## src/rtl/dds_voice_mixer_pkg.sv

```systemverilog
// Shared constants and types for the time-multiplexed DDS voice mixer.
package tone_gen_pkg;

  localparam logic [1:0] FLD_INCR = 2'd0;
  localparam logic [1:0] FLD_VOL  = 2'd1;
  localparam logic [1:0] FLD_CTRL = 2'd2;

  typedef enum logic [1:0] {
    WAVE_SQUARE = 2'd0,
    WAVE_SAW    = 2'd1,
    WAVE_TRI    = 2'd2,
    WAVE_NOISE  = 2'd3
  } wave_t;

  localparam int CTRL_EN  = 2;
  localparam int CTRL_CLR = 3;

  localparam logic [15:0] LFSR_SEED = 16'hACE1;
  // Galois right-shift form of x^16 + x^14 + x^13 + x^11 + 1
  localparam logic [15:0] LFSR_TAPS = 16'hB400;

  localparam logic [15:0] SAT_MAX = 16'h7FFF;
  localparam logic [15:0] SAT_MIN = 16'h8000;

  typedef enum logic [2:0] {
    ST_IDLE,
    ST_ACC,
    ST_WAVE,
    ST_DCA,
    ST_MIX,
    ST_DONE
  } state_t;

  function automatic logic [15:0] lfsr_next(input logic [15:0] s);
    return {1'b0, s[15:1]} ^ (s[0] ? LFSR_TAPS : 16'h0000);
  endfunction

endpackage

```

## src/rtl/dds_voice_mixer_if.sv

```systemverilog
// Register-write, sample-tick and sample-output signals of the voice mixer.
interface dds_voice_mixer_if #(
  parameter int PHASE_W  = 16,
  parameter int VOICE_AW = 3
);
  logic                sample_tick_in;
  logic [VOICE_AW+1:0] addr_in;
  logic [PHASE_W-1:0]  data_in;
  logic                data_valid_in;
  logic [15:0]         data_out;
  logic                data_valid_out;
  logic                overrun_out;
  logic                busy_out;

  modport master (
    output sample_tick_in, addr_in, data_in, data_valid_in,
    input  data_out, data_valid_out, overrun_out, busy_out
  );

  modport slave (
    input  sample_tick_in, addr_in, data_in, data_valid_in,
    output data_out, data_valid_out, overrun_out, busy_out
  );
endinterface

```

## src/rtl/dds_voice_mixer_wave_gen.sv

```systemverilog
// Combinational waveform shaper: maps the top 16 phase bits to a signed sample.
module dds_wave_gen
  import tone_gen_pkg::*;
(
  input  logic [15:0]        p,
  input  wave_t              wave_sel,
  input  logic [15:0]        lfsr,
  output logic signed [15:0] wave
);
  logic [15:0] fold;

  always_comb begin
    fold = p[15] ? ~p : p;
    wave = '0;
    case (wave_sel)
      WAVE_SQUARE: wave = p[15] ? SAT_MIN : SAT_MAX;
      WAVE_SAW:    wave = p ^ 16'h8000;
      WAVE_TRI:    wave = 16'(fold << 1) ^ 16'h8000;
      WAVE_NOISE:  wave = lfsr;
      default:     wave = '0;
    endcase
  end
endmodule

```

## src/rtl/dds_voice_mixer.sv

```systemverilog
// Time-multiplexed DDS mixer: four clock slots per voice, one saturated sample per tick.
module dds_voice_mixer
  import tone_gen_pkg::*;
#(
  parameter int NUM_VOICES = 8,
  parameter int PHASE_W    = 16,
  localparam int VOICE_AW  = $clog2(NUM_VOICES)
) (
  input logic              clk_in,
  input logic              reset_in,
  dds_voice_mixer_if.slave bus
);
  localparam int ACC_W = 16 + VOICE_AW;

  state_t                   state, state_nxt;
  logic [VOICE_AW-1:0]      voice;
  logic [PHASE_W-1:0]       phase [NUM_VOICES];
  logic [PHASE_W-1:0]       incr  [NUM_VOICES];
  logic [7:0]               vol   [NUM_VOICES];
  wave_t                    wsel  [NUM_VOICES];
  logic [NUM_VOICES-1:0]    en;
  logic [NUM_VOICES-1:0]    clr_vec;
  logic signed [15:0]       wave_q, scaled_q, wave_c;
  logic signed [24:0]       prod;
  logic signed [ACC_W-1:0]  acc;
  logic [15:0]              lfsr;
  logic [15:0]              sat_val;
  logic [15:0]              sample_q;
  logic                     valid_q, overrun_q;
  logic                     busy, frame_start;
  logic [1:0]               wr_field;
  logic [VOICE_AW-1:0]      wr_voice;

  assign wr_field = bus.addr_in[VOICE_AW+1:VOICE_AW];
  assign wr_voice = bus.addr_in[VOICE_AW-1:0];

  assign busy        = (state != ST_IDLE) || valid_q;
  assign frame_start = (state == ST_IDLE) && bus.sample_tick_in && !busy;

  dds_wave_gen u_wave (
    .p        (phase[voice][PHASE_W-1 -: 16]),
    .wave_sel (wsel[voice]),
    .lfsr     (lfsr),
    .wave     (wave_c)
  );

  always_comb begin
    prod = wave_q * $signed({1'b0, vol[voice]});
    if (&acc[ACC_W-1:15] || ~|acc[ACC_W-1:15]) sat_val = acc[15:0];
    else sat_val = acc[ACC_W-1] ? SAT_MIN : SAT_MAX;
    for (int unsigned i = 0; i < NUM_VOICES; i++)
      clr_vec[i] = bus.data_valid_in && (wr_field == FLD_CTRL) &&
                   (wr_voice == VOICE_AW'(i)) && bus.data_in[CTRL_CLR];
  end

  always_comb begin
    state_nxt = state;
    case (state)
      ST_IDLE: if (frame_start) state_nxt = ST_ACC;
      ST_ACC:  state_nxt = ST_WAVE;
      ST_WAVE: state_nxt = ST_DCA;
      ST_DCA:  state_nxt = ST_MIX;
      ST_MIX:  state_nxt = (voice == VOICE_AW'(NUM_VOICES - 1)) ? ST_DONE : ST_ACC;
      ST_DONE: state_nxt = ST_IDLE;
      default: state_nxt = ST_IDLE;
    endcase
  end

  always_ff @(posedge clk_in) begin
    if (reset_in) begin
      state     <= ST_IDLE;
      voice     <= '0;
      wave_q    <= '0;
      scaled_q  <= '0;
      acc       <= '0;
      lfsr      <= LFSR_SEED;
      sample_q  <= '0;
      valid_q   <= 1'b0;
      overrun_q <= 1'b0;
      en        <= '0;
      for (int unsigned i = 0; i < NUM_VOICES; i++) begin
        phase[i] <= '0;
        incr[i]  <= '0;
        vol[i]   <= '0;
        wsel[i]  <= WAVE_SQUARE;
      end
    end else begin
      state     <= state_nxt;
      valid_q   <= (state == ST_DONE);
      overrun_q <= bus.sample_tick_in && busy;

      if (bus.data_valid_in) begin
        case (wr_field)
          FLD_INCR: incr[wr_voice] <= bus.data_in;
          FLD_VOL:  vol[wr_voice]  <= bus.data_in[7:0];
          FLD_CTRL: begin
            wsel[wr_voice] <= wave_t'(bus.data_in[1:0]);
            en[wr_voice]   <= bus.data_in[CTRL_EN];
          end
          default: ;
        endcase
      end

      // A phase_clear landing on the same edge as this voice's ACC step takes priority.
      for (int unsigned i = 0; i < NUM_VOICES; i++) begin
        if (clr_vec[i]) phase[i] <= '0;
        else if (state == ST_ACC && voice == VOICE_AW'(i) && en[i])
          phase[i] <= phase[i] + incr[i];
      end

      if (frame_start) begin
        voice <= '0;
        acc   <= '0;
      end

      case (state)
        ST_WAVE: wave_q   <= wave_c;
        ST_DCA:  scaled_q <= en[voice] ? 16'(prod >>> 8) : 16'sd0;
        ST_MIX: begin
          acc   <= acc + ACC_W'(scaled_q);
          voice <= voice + 1'b1;
        end
        ST_DONE: begin
          sample_q <= sat_val;
          lfsr     <= lfsr_next(lfsr);
        end
        default: ;
      endcase
    end
  end

  assign bus.data_out       = sample_q;
  assign bus.data_valid_out = valid_q;
  assign bus.overrun_out    = overrun_q;
  assign bus.busy_out       = busy;
endmodule

```

## src/flat_wrapper.sv

```systemverilog
// flat-port wrapper written by rule: the top's interface ports become plain ports
module dds_voice_mixer_flat import tone_gen_pkg::*;
#(
  parameter int NUM_VOICES = 8,
  parameter int PHASE_W    = 16,
  localparam int VOICE_AW  = $clog2(NUM_VOICES)
)
  (clk_in, reset_in, bus_sample_tick_in, bus_addr_in, bus_data_in, bus_data_valid_in, bus_data_out, bus_data_valid_out, bus_overrun_out, bus_busy_out);
  dds_voice_mixer_if #(.PHASE_W(PHASE_W), .VOICE_AW((3))) bus_i ();
  input logic clk_in;
  input logic reset_in;
  input wire logic [$bits(bus_i.sample_tick_in)-1:0] bus_sample_tick_in;
  input wire logic [$bits(bus_i.addr_in)-1:0] bus_addr_in;
  input wire logic [$bits(bus_i.data_in)-1:0] bus_data_in;
  input wire logic [$bits(bus_i.data_valid_in)-1:0] bus_data_valid_in;
  output wire logic [$bits(bus_i.data_out)-1:0] bus_data_out;
  output wire logic [$bits(bus_i.data_valid_out)-1:0] bus_data_valid_out;
  output wire logic [$bits(bus_i.overrun_out)-1:0] bus_overrun_out;
  output wire logic [$bits(bus_i.busy_out)-1:0] bus_busy_out;
  assign bus_i.sample_tick_in = bus_sample_tick_in;
  assign bus_i.addr_in = bus_addr_in;
  assign bus_i.data_in = bus_data_in;
  assign bus_i.data_valid_in = bus_data_valid_in;
  assign bus_data_out = bus_i.data_out;
  assign bus_data_valid_out = bus_i.data_valid_out;
  assign bus_overrun_out = bus_i.overrun_out;
  assign bus_busy_out = bus_i.busy_out;
  dds_voice_mixer #(.NUM_VOICES(NUM_VOICES), .PHASE_W(PHASE_W)) u_core (.clk_in(clk_in), .reset_in(reset_in), .bus(bus_i));
endmodule
```

## config.mk

```make
export PLATFORM = sky130hd
export DESIGN_NAME = dds_voice_mixer_flat
export DESIGN_NICKNAME = d
export VERILOG_FILES = /design/src/rtl/dds_voice_mixer_pkg.sv /design/src/rtl/dds_voice_mixer_if.sv /design/src/rtl/dds_voice_mixer_wave_gen.sv /design/src/rtl/dds_voice_mixer.sv /design/src/flat_wrapper.sv
export SDC_FILE = /design/constraint.sdc
export NUM_CORES = 1
export LEC_CHECK = 0
export CELL_PAD_IN_SITES_DETAIL_PLACEMENT = 1
export CELL_PAD_IN_SITES_GLOBAL_PLACEMENT = 1
export CORE_AREA = 5 5 250 252
export CTS_CLUSTER_SIZE = 40
export DETAILED_ROUTE_END_ITERATION = 12
export DIE_AREA = 0 0 255 257
export PLACE_DENSITY = 0.8
export SYNTH_ARGS = -nofsm -noshare
export SYNTH_HDL_FRONTEND = slang
export SYNTH_SLANG_ARGS = --single-unit
```

## constraint.sdc

```tcl
create_clock -name clk_in -period 6.3 [get_ports clk_in]
set_input_delay 1.26 -clock clk_in [delete_from_list [all_inputs] [get_ports clk_in]]
set_output_delay 1.26 -clock clk_in [all_outputs]
set_load 0.1 [all_outputs]
```

==> results of run 1 <==
-- cell usage after synthesis, types with 60 or more instances --
library cell | number | share of area
fa_1 | 108 | 0.078
nand2_1 | 187 | 0.025
nor3_1 | 75 | 0.013
nor2b_1 | 60 | 0.013
clkbuf_1 | 91 | 0.012
edfxtp_1 | 336 | 0.36
a21oi_1 | 124 | 0.022
nor2_1 | 267 | 0.036
o21ai_0 | 99 | 0.018
and2_1 | 228 | 0.051
inv_1 | 221 | 0.030
xnor2_1 | 76 | 0.024
ha_1 | 187 | 0.084
dfxtp_1 | 102 | 0.073
-- how the worst max path moves through the flow --
stage | from | to | slack (ns) | cells after the start
3_5_place_dp | register | u_core.scaled_q[12] | 0.06 | 20
2_1_floorplan | register | u_core.scaled_q[12] | 0.02 | 24
5_1_grt | register | u_core.scaled_q[12] | -0.08 | 22
6_report | register | u_core.scaled_q[12] | 0.15 | 21
3_3_place_gp | register | u_core.scaled_q[12] | 0.22 | 20
4_1_cts | register | u_core.scaled_q[12] | 0.02 | 20
-- per-layer routing --
metal  routed length (um)  up-vias
li1                     -     9209
met1                32300    10400
met2                41900      547
met3                 3980      162
met4                 3070        0
met5                    0        -
-- state kept, by name (all words and copies together), names as in the netlist, 19 cells and up, named ones only --
name          count
u_core.acc       19
u_core.incr     128
u_core.phase    128
u_core.vol       64
-- layout make-up --
type / instances / share of cell area
Multi-Input combinational cell: 1859 / 0.468
Sequential cell: 438 / 0.391
Tap cell: 782 / 0.0315
Clock inverter: 20 / 0.00968
Timing Repair Buffer: 100 / 0.0279
Clock buffer: 73 / 0.0447
Inverter: 221 / 0.0267
-- timing repair --
action / in CTS / in global routing
setup buffers: 0 / 7
hold endpoints to repair: 0 / 0
endpoints found under the setup margin: 0 / 7
resized for setup: 0 / 15
-- worst reg2reg max path: stages (launching register included) --
cell      delay, ns
dfxtp_4        0.41
buf_6          0.16
mux4_2         0.52
mux2_4         0.32
and2_1         0.20
fa_2           0.41
fa_1           0.54
inv_1          0.05
fa_1           0.47
inv_1          0.05
fa_1           0.49
ha_1           0.32
a21o_1         0.17
a21oi_1        0.13
o21ai_0        0.10
a31oi_1        0.20
o21ai_2        0.11
a221o_2        0.40
a31oi_4        0.28
a21boi_2       0.11
or3_1          0.33
a32o_1         0.27
-- where the power goes --
part / internal, mW / switching, mW / total [mW] / leakage (nW)
Combinational: 0.517 / 0.810 / 1.33 / 7.65
Sequential: 3.22 / 0.103 / 3.33 / 4.13
Clock: 1.82 / 1.25 / 3.08 / 0.825
-- cells in the final DEF, fill, tap and decap left out, types with 11 or more instances in the layout --
master           synthesis  routed
a22o_1                  15      15
o21ai_1                  2      15
inv_1                  221     221
nand3_1                 20      20
nand2b_1                11      11
mux2i_1                 21      18
nor2b_1                 60      60
clkdlybuf4s50_1          0      42
and2_1                 228     228
o21ai_0                 99      86
a21oi_1                124     124
a211oi_1                25      25
edfxtp_1               336     336
nand4_1                 14      14
a21boi_0                19      19
clkbuf_16                0      51
mux4_2                  52      52
nand2_1                187     187
clkbuf_1                91      19
nor2_1                 267     267
buf_4                    1      54
a21o_1                  41      41
xor2_1                  59      59
dfxtp_1                102      99
nor3_1                  75      74
ha_1                   187     186
a22oi_1                 18      18
fa_1                   108     107
a31oi_1                 16      16
xnor2_1                 76      76
o21bai_1                22      22
-- cell families (layout without fill, tap and decap cells) --
logic type | after synthesis | count (layout) | share of synthesized area
AO/OA/AOI/OAI | 433 | 433 | 0.0991
XOR/XNOR | 135 | 135 | 0.0424
adder cells (fa/ha/maj) | 295 | 295 | 0.162
buffers and inverters | 334 | 414 | 0.0457
flip-flops | 438 | 438 | 0.435
multiplexers | 83 | 83 | 0.0538
AND/OR/NAND/NOR | 913 | 913 | 0.162
==> flow_summary_export.csv, run 1 <==
group,metric,value,unit
floorplan,chipWidth,255,um
timing,hold_viol,0,
placed_design,dp_hpwl,60.2,mm
placed_design,gp_congestion,0.899,
timing,max-slew-margin-rel,0.110,
layout,register_area,12100,um2
logic_synthesis,synth-async-reset-ratio,0,
worst_setup_path,worstPathMaxFanout,6,
grt,grtUsageMet2,0.440,
timing,timing.final.crit_share,0.977,
logic_synthesis,syn_inst,2631,
floorplan,fp.coreArea,59900,um2
timing,finalSetupTns,0,ns
grt,grt_max_degree,46,
grt,antenna_found_initial,3,
timing,setup_viol_count_final,0,
power_and_ir_drop,p_total,7.73,mW
logic_synthesis,synthDistinctLibCells,68,
grt,grt_pass1_wl,126,mm
worst_setup_path,critPathSlowestCell,"fa_1",
hold_path,min_from,"u_core.bus.data_out[15]",
detailed_routing,avgViaCountPerCell,5.81,
floorplan,die_area,65500,um2
floorplan,start_util,0.465,
floorplan,die_h,257,um
grt,grt_pass1_vias,22100,
clock_tree,cts_hold_buffers,0,
worst_setup_path,worstSetupEndpointType,"register",
worst_setup_path,r2r_end,"u_core.scaled_q[12]",
hold_path,holdPathStages,2,
hold_path,hold_end,"u_core.bus.data_out[15]",
grt,top_usage_layer,"met2",
clock_tree,htree_levels,2,
clock_tree,cts-root-buf,"clkbuf_16",
placed_design,place_area,29200,um2
logic_synthesis,yosysWarnings,0,
power_and_ir_drop,p_leak,12.6,nW
timing,finalMaxSlewViolations,0,
logic_synthesis,ys_seq_elements,438,
worst_setup_path,crit_chain,"buf_6, mux4_2, mux2_4, and2_1, fa_2, fa_1, inv_1, fa_1, inv_1, fa_1, ha_1, a21o_1, a21oi_1, o21ai_0, a31oi_1, o21ai_2, a221o_2, a31oi_4, a21boi_2, or3_1, a32o_1",
detailed_routing,drc,0,
placed_design,portBuffers,43,
worst_setup_path,cp.arrival,6.65,ns
worst_setup_path,cp-start-kind,"register",
detailed_routing,initialDrtViolationCount,1246,
layout,multi_input_comb_area,14500,um2
worst_setup_path,cp.required,6.80,ns
logic_synthesis,synth.cell_area,27900,um2
layout,fin_util,0.518,
detailed_routing,dr_total_vias,20300,
worst_setup_path,worstRegToRegCells,21,
clock_tree,clockBufferDepth,3,
layout,areaGrowthSynthToFinish,11.4,%
detailed_routing,wirelength,81.2,mm
grt,gr-total-overflow,0,
worst_setup_path,worst-path-buf-inv,3,
layout,final_layout_size_suffix_gt1_frac,0.0812,
hold_path,min_path_type,"reg -> reg",
logic_synthesis,avgSynthCellArea,10.6,um2
timing,setup_ws,0.145,ns
layout,nFillCells,6474,
floorplan,rows,90,
timing,fin_skew,0.0310,ns
power_and_ir_drop,peakVddDrop,191,uV
logic_synthesis,seq_area_frac_synth,0.435,
grt,use_met3,0.0327,
logic_synthesis,synth-edff-count,336,
power_and_ir_drop,power.density_cell_area,249,nW/um2
job,cap_viol_max_count,0,
floorplan,io-pin-count,44,
detailed_routing,firstDrtPassIters,5,
detailed_routing,wl_per_cell,23.3,um
worst_setup_path,critical_path.top_delay_family,"adder cells",
worst_setup_path,worstSetupPathType,"reg -> reg",
logic_synthesis,synth_nets,2951,
clock_tree,clk_latency,0.61,ns
outcome,status,"finished clean",
clock_tree,clkTransAtPathRegs,0.06,ns
worst_setup_path,cp_common_cell,"fa_1",
placed_design,dpl.cell_count,3393,
clock_tree,clock_sinks,438,
detailed_routing,postRouteAntennaNets,0,
clock_tree,numCtsBuffers,50,
layout,final_nets,2990,
placed_design,dp_slack,0.0579,ns
layout,instances_no_fill,3493,
timing,worst_hold_slack,0.473,ns
worst_setup_path,r2r_slack,0.15,ns
timing,fmax,162,MHz
grt,track_usage,0.245,
layout,fin_area,31000,um2
logic_synthesis,synth-main-ff-cell,"edfxtp_1",
timing,max_slew.worst_pin.slew,1.33,ns
worst_setup_path,cpPeakStageDelay,0.54,ns
grt,grt_use_met1,0.302,
timing,fin_crit,6.15,ns
layout,diodes,0,
timing,rsz0062_at_grt,"true",
clock_tree,cts_tree,"built",
Power figures use the tool's default switching activity.
==> inputs of run 2 (changes only) <==
- CORE_AREA: 5 5 250 252 -> 5 5 238 240
- DIE_AREA: 0 0 255 257 -> 0 0 243 245
- PLACE_DENSITY: 0.8 -> 0.84
- SLEW_MARGIN: default -> 20
- clock period: 6.3 -> 7 ns (I/O delays scaled with it)
==> run 2 against run 1 <==
Compared with the run above:
- final area shrank 1.4%
- sequential power down 10%
- clock power shrank 19%
- non-clock buffer count is 16 lower
- first-iteration DRC count is 28% higher
- maximum frequency decreased by 7.1%
- sequential cell count is the same
- hold slack worse by 0.013 ns
- global-route usage up 2.3 points
- combinational power fell by 9%
- total power decreased by 13%
- largest cell class unchanged
- sequential share of layout area is 0.53 points higher
==> flow_summary_export.csv, run 2 (synthesis gave the netlist of run 1 again) <==
group,metric,value,unit
floorplan,die_area,59500,um2
grt,grt_pass1_wl,126,mm
placed_design,dp_hpwl,59.6,mm
grt,track_usage,0.268,
layout,final_layout_size_suffix_gt1_frac,0.0724,
floorplan,start_util,0.512,
floorplan,io-pin-count,44,
layout,multi_input_comb_area,14500,um2
timing,finalMaxSlewViolations,0,
layout,layout_commonest_cell,"edfxtp_1",
timing,max-slew-margin-rel,0.271,
worst_setup_path,cp-start-kind,"register",
hold_path,min_from,"u_core.bus.data_out[15]",
timing,max_slew.worst_pin.slew,1.09,ns
power_and_ir_drop,peakVddDrop,160,uV
timing,fin_crit,6.62,ns
outcome,status,"finished clean",
floorplan,rows,86,
power_and_ir_drop,p_leak,12.4,nW
worst_setup_path,r2r_end,"u_core.scaled_q[12]",
layout,areaGrowthSynthToFinish,9.87,%
worst_setup_path,worstPathMaxFanout,16,
grt,grt_max_degree,61,
layout,register_area,12100,um2
worst_setup_path,worstRegToRegCells,22,
clock_tree,cts_hold_buffers,0,
timing,finalSetupTns,0,ns
grt,gr-total-overflow,0,
clock_tree,htree_levels,2,
grt,grt_pass1_vias,22300,
layout,final_nets,2973,
detailed_routing,dr_total_vias,20300,
timing,fmax,151,MHz
timing,setup_viol_count_final,0,
detailed_routing,initialDrtViolationCount,1591,
worst_setup_path,r2r_slack,0.38,ns
clock_tree,numCtsBuffers,49,
worst_setup_path,cp_common_cell,"fa_1",
detailed_routing,postRouteAntennaNets,0,
placed_design,portBuffers,43,
worst_setup_path,crit_chain,"mux2_2, nor3b_1, nor4_4, nand2_1, fa_1, inv_1, fa_1, inv_1, fa_1, inv_1, fa_1, ha_1, a21o_1, a21oi_1, o21ai_0, a31oi_1, o21ai_2, a221o_2, a31oi_4, a21boi_2, or3_1, a32o_1",
hold_path,min_path_type,"reg -> reg",
job,cap_viol_max_count,0,
worst_setup_path,critPathSlowestCell,"nor4_4",
timing,fin_skew,0.0224,ns
detailed_routing,wirelength,80.6,mm
clock_tree,clockBufferDepth,3,
hold_path,hold_end,"u_core.bus.data_out[15]",
timing,rsz0062_at_grt,"false",
placed_design,gp_congestion,0.906,
timing,timing.final.crit_share,0.946,
floorplan,die_h,245,um
layout,final_cell_mix,"336 x edfxtp_1, 267 x nor2_1, 228 x and2_1",
layout,nFillCells,5799,
power_and_ir_drop,p_total,6.70,mW
clock_tree,clkTransAtPathRegs,0.06,ns
worst_setup_path,worst-path-buf-inv,3,
worst_setup_path,cpPeakStageDelay,0.67,ns
layout,reg_top3,"u_core.incr: 128 flops, u_core.phase: 128 flops, u_core.vol: 64 flops",
floorplan,chipWidth,243,um
detailed_routing,avgViaCountPerCell,5.98,
floorplan,fp.coreArea,54400,um2
detailed_routing,drc,0,
worst_setup_path,critical_path.top_delay_family,"adder cells",
worst_setup_path,worstSetupEndpointType,"register",
clock_tree,postCtsSetupBuffers,0,
grt,antenna_found_initial,1,
worst_setup_path,cp.arrival,7.11,ns
detailed_routing,firstDrtPassIters,7,
clock_tree,cts-root-buf,"clkbuf_16",
detailed_routing,wl_per_cell,23.7,um
timing,hold_viol,0,
hold_path,holdPathStages,2,
worst_setup_path,cp.required,7.49,ns
worst_setup_path,worstSetupPathType,"reg -> reg",
power_and_ir_drop,power.density_cell_area,219,nW/um2
clock_tree,clk_latency,0.60,ns
clock_tree,cts_tree,"built",
clock_tree,clock_sinks,438,
run 2: cell count changes in the layout (fill, tap and decap cells not counted), sizes merged, moves of 2 or more:
cell    before  now
buf         58   43
bufinv       7    2
clkbuf      73   66
clkinv      10   21
inv        224  222
run 2: final cells by class:
type,instances,area share
inverters,221,0.0271
diodes,1,0.0000817
clock inverters,24,0.00613
multi-input cells,1859,0.474
flip-flops and latches,438,0.397
clock buffers,66,0.0438
well taps,704,0.0288
repair buffers,84,0.0239
run 2: per-layer routing:
metal | GRT usage | share of wire | wire length [um] | vias to the layer above
met5 | 0 | 0 | 0 | -
met4 | 0.0921 | 0.037 | 2960 | 0
met3 | 0.0354 | 0.051 | 4150 | 159
met2 | 0.497 | 0.52 | 41900 | 585
met1 | 0.322 | 0.39 | 31700 | 10400
li1 | - | - | - | 9187
run 2: worst reg2reg max path, stage by stage, from the launching register on:
cell,delay (ns)
dfxtp_2,0.66
mux2_2,0.26
nor3b_1,0.07
nor4_4,0.67
nand2_1,0.18
fa_1,0.53
inv_1,0.05
fa_1,0.51
inv_1,0.05
fa_1,0.47
inv_1,0.05
fa_1,0.47
ha_1,0.35
a21o_1,0.19
a21oi_1,0.13
o21ai_0,0.11
a31oi_1,0.18
o21ai_2,0.13
a221o_2,0.47
a31oi_4,0.29
a21boi_2,0.11
or3_1,0.31
a32o_1,0.26
run 2: timing repair:
action,4_1_cts,5_1_grt
resized for setup,0,0
hold endpoints to repair,0,0
endpoints found under the setup margin,0,1
run 2: report_power, final:
group	internal (mW)	switching (mW)	total (mW)
logic	0.459	0.748	1.21
registers	2.90	0.0893	2.99
clock network	1.42	1.08	2.50
run 2: how the worst max path moves through the flow:
stage,start,end,slack [ns],cells past startpoint
floorplan,register,u_core.scaled_q[12],0.23,24
global placement,register,u_core.scaled_q[12],0.53,22
detailed placement,register,u_core.scaled_q[12],0.35,22
CTS,register,u_core.scaled_q[12],0.28,22
global route,register,u_core.scaled_q[12],0.05,22
finish,register,u_core.scaled_q[12],0.38,22
run 2: metrics by stage:
| step | setup slack, ns | hold WS (ns) | util | std cells | instance area [um2] |
|---|---|---|---|---|---|
| after detailed placement | 0.354 | 0.457 | 0.534 | 3305 | 29100 |
| after global placement | 0.531 | 0.445 | 0.534 | 3305 | 29100 |
| after CTS | 0.285 | 0.465 | 0.562 | 3395 | 30600 |
| after floorplan | 0.230 | 0.420 | - | 2631 | 27900 |
| final | 0.378 | 0.460 | 0.562 | 3397 | 30600 |
| after global routing | 0.0487 | 0.491 | 0.562 | 3396 | 30600 |
==> inputs of run 3 (changes only) <==
- CORE_AREA: 5 5 238 240 -> 5 5 202 282
- DIE_AREA: 0 0 243 245 -> 0 0 207 287
==> run 3 against run 2 <==
Compared with the run above:
- cell count rose by 0.18%
- non-clock buffer count fell by 2
- routed wire length fell by 2.3%
- die area fell by 0.21%
- sequential power barely moved
- first-iteration DRC count fell by 28%
- total power fell by 1.3%
==> flow_summary_export.csv, run 3 (synthesis gave the netlist of run 1 again) <==
group,metric,value,unit
timing,setup_viol_count_final,0,
clock_tree,cts_hold_buffers,0,
timing,fmax,156,MHz
timing,worst_hold_slack,0.476,ns
layout,areaGrowthSynthToFinish,9.65,%
worst_setup_path,worstSetupEndpointType,"register",
placed_design,gp_congestion,0.881,
floorplan,fp.coreArea,54100,um2
clock_tree,clock_sinks,438,
clock_tree,clockBufferDepth,3,
placed_design,dpl.cell_count,3319,
power_and_ir_drop,power_frac_clock,0.369,
power_and_ir_drop,swShare,0.283,
grt,grt_max_degree,63,
grt,grt_pass1_vias,22500,
worst_setup_path,worstRegToRegCells,20,
hold_path,holdPathStages,2,
worst_setup_path,cp.required,7.48,ns
detailed_routing,drc,0,
grt,track_usage,0.262,
power_and_ir_drop,p_leak,12.4,nW
placed_design,portBuffers,43,
floorplan,io-pin-count,44,
timing,finalSetupTns,0,ns
power_and_ir_drop,switching_power,1.87,mW
clock_tree,htree_levels,2,
layout,final_layout_size_suffix_gt1_frac,0.0697,
power_and_ir_drop,peakVddDrop,160,uV
clock_tree,cts_tree,"built",
detailed_routing,dr_total_vias,20100,
grt,antenna_found_initial,0,
worst_setup_path,worstSetupPathType,"reg -> reg",
grt,grt_pass1_wl,124,mm
worst_setup_path,r2r_slack,0.58,ns
detailed_routing,wl_per_cell,23.2,um
timing,max_slew.worst_pin.slew,1.07,ns
power_and_ir_drop,power.density_cell_area,216,nW/um2
timing,finalMaxSlewViolations,0,
clock_tree,cts-root-buf,"clkbuf_16",
floorplan,die_h,287,um
floorplan,start_util,0.515,
layout,instances_no_fill,3403,
layout,final_nets,2967,
worst_setup_path,cp.arrival,6.90,ns
floorplan,chipWidth,207,um
outcome,status,"finished clean",
power_and_ir_drop,p_total,6.61,mW
worst_setup_path,crit_chain,"mux4_2, mux2_2, and2_1, fa_1, fa_1, inv_1, fa_1, inv_1, fa_1, ha_1, a21o_1, a21oi_1, o21ai_0, a31oi_1, o21ai_2, a221o_2, a31oi_4, a21boi_2, or3_1, a32o_1",
clock_tree,clk_latency,0.59,ns
worst_setup_path,cp-start-kind,"register",
worst_setup_path,worstPathMaxFanout,19,
detailed_routing,postRouteAntennaNets,0,
clock_tree,cts_resized,0,
power_and_ir_drop,pwr-share-seq,0.452,
layout,fin_util,0.565,
clock_tree,clkTransAtPathRegs,0.07,ns
timing,fin_skew,0.0290,ns
worst_setup_path,endpoint,"u_core.scaled_q[12]",
layout,final_cell_mix,"336 x edfxtp_1, 267 x nor2_1, 228 x and2_1",
power_and_ir_drop,power_frac_comb,0.180,
timing,max-slew-margin-rel,0.283,
layout,layout_commonest_cell,"edfxtp_1",
layout,reg_top3,"u_core.incr: 128 flops, u_core.phase: 128 flops, u_core.vol: 64 flops",
detailed_routing,initialDrtViolationCount,1143,
timing,timing.final.crit_share,0.917,
grt,gr-total-overflow,0,
timing,rsz0062_at_grt,"false",
layout,diodes,0,
timing,fin_crit,6.42,ns
floorplan,die_area,59400,um2
timing,hold_viol,0,
clock_tree,numCtsBuffers,45,
clock_tree,postCtsSetupBuffers,0,
hold_path,min_path_type,"reg -> reg",
detailed_routing,firstDrtPassIters,5,
floorplan,rows,101,
worst_setup_path,cpPeakStageDelay,0.55,ns
detailed_routing,wirelength,78.8,mm
worst_setup_path,cp_common_cell,"fa_1",
worst_setup_path,r2r_end,"u_core.scaled_q[12]",
detailed_routing,avgViaCountPerCell,5.90,
placed_design,dp_hpwl,60.1,mm
job,cap_viol_max_count,0,
power_and_ir_drop,p_int,4.74,mW
worst_setup_path,critPathSlowestCell,"dfxtp_4",
[run 3: cell count changes in the layout (fill, tap and decap cells not counted)]
cell,previous run,this run
o21ai_0,89,86
clkinv_1,10,2
clkbuf_1,13,19
diode_2,1,0
o21ai_1,11,14
clkinvlp_4,0,1
bufinv_16,2,4
clkinv_2,9,7
inv_16,1,0
buf_4,40,37
clkbuf_16,50,47
clkbuf_8,3,0
buf_16,0,1
[run 3: layout make-up]
type	count	area (um2)
multi-input combinational	1859	14500
tap	721	902
clock buffer	66	1250
sequential	438	12100
fill	5891	23500
timing repair buffer	82	737
inverter	221	830
clock inverter	16	195
[run 3: power groups by stage]
stage | combinational [mW] | sequential (mW) | clock (mW)
finish | 1.19 | 2.99 | 2.44
global route | 1.33 | 2.99 | 2.58
CTS | 1.19 | 2.98 | 2.46
detailed placement | 1.18 | 3.04 | 0
global placement | 1.08 | 3.03 | 0
floorplan | 0.856 | 2.99 | 0
[run 3: worst max-delay path, delay by kind of cell (launching register included)]
kind                       cells  cell delay (ns)
DFF                            1             0.55
buffers and inverters          2             0.11
AOI/OAI and AO/OA              9             1.83
muxes                          2             0.95
and+or+nand+nor                2             0.54
adders and majority gates      5             2.31
[run 3: metrics by stage]
stage	instance area, um2	setup WS (ns)
after floorplan	27900	0.230
after detailed placement	29100	0.575
after global routing	30500	0.294
after global placement	29100	0.695
final	30500	0.581
after CTS	30500	0.585
[run 3: routing by layer]
layer,vias up,part of all wire,GRT usage
met4,0,0.054,0.126
met5,-,0,0
met2,511,0.55,0.513
met1,10200,0.36,0.277
met3,207,0.037,0.0297
li1,9156,-,-
[run 3: worst min path at each step]
| stage | endpoint | slack [ns] | start |
|---|---|---|---|
| after floorplan | u_core.scaled_q[10] | 0.42 | u_core.scaled_q[10] |
| after global routing | u_core.lfsr[8] | 0.51 | u_core.lfsr[8] |
| after detailed placement | u_core.lfsr[8] | 0.47 | u_core.lfsr[8] |
| after CTS | u_core.lfsr[8] | 0.48 | u_core.lfsr[8] |
| after global placement | u_core.lfsr[4] | 0.46 | u_core.lfsr[5] |
| final | u_core.lfsr[8] | 0.48 | u_core.lfsr[8] |
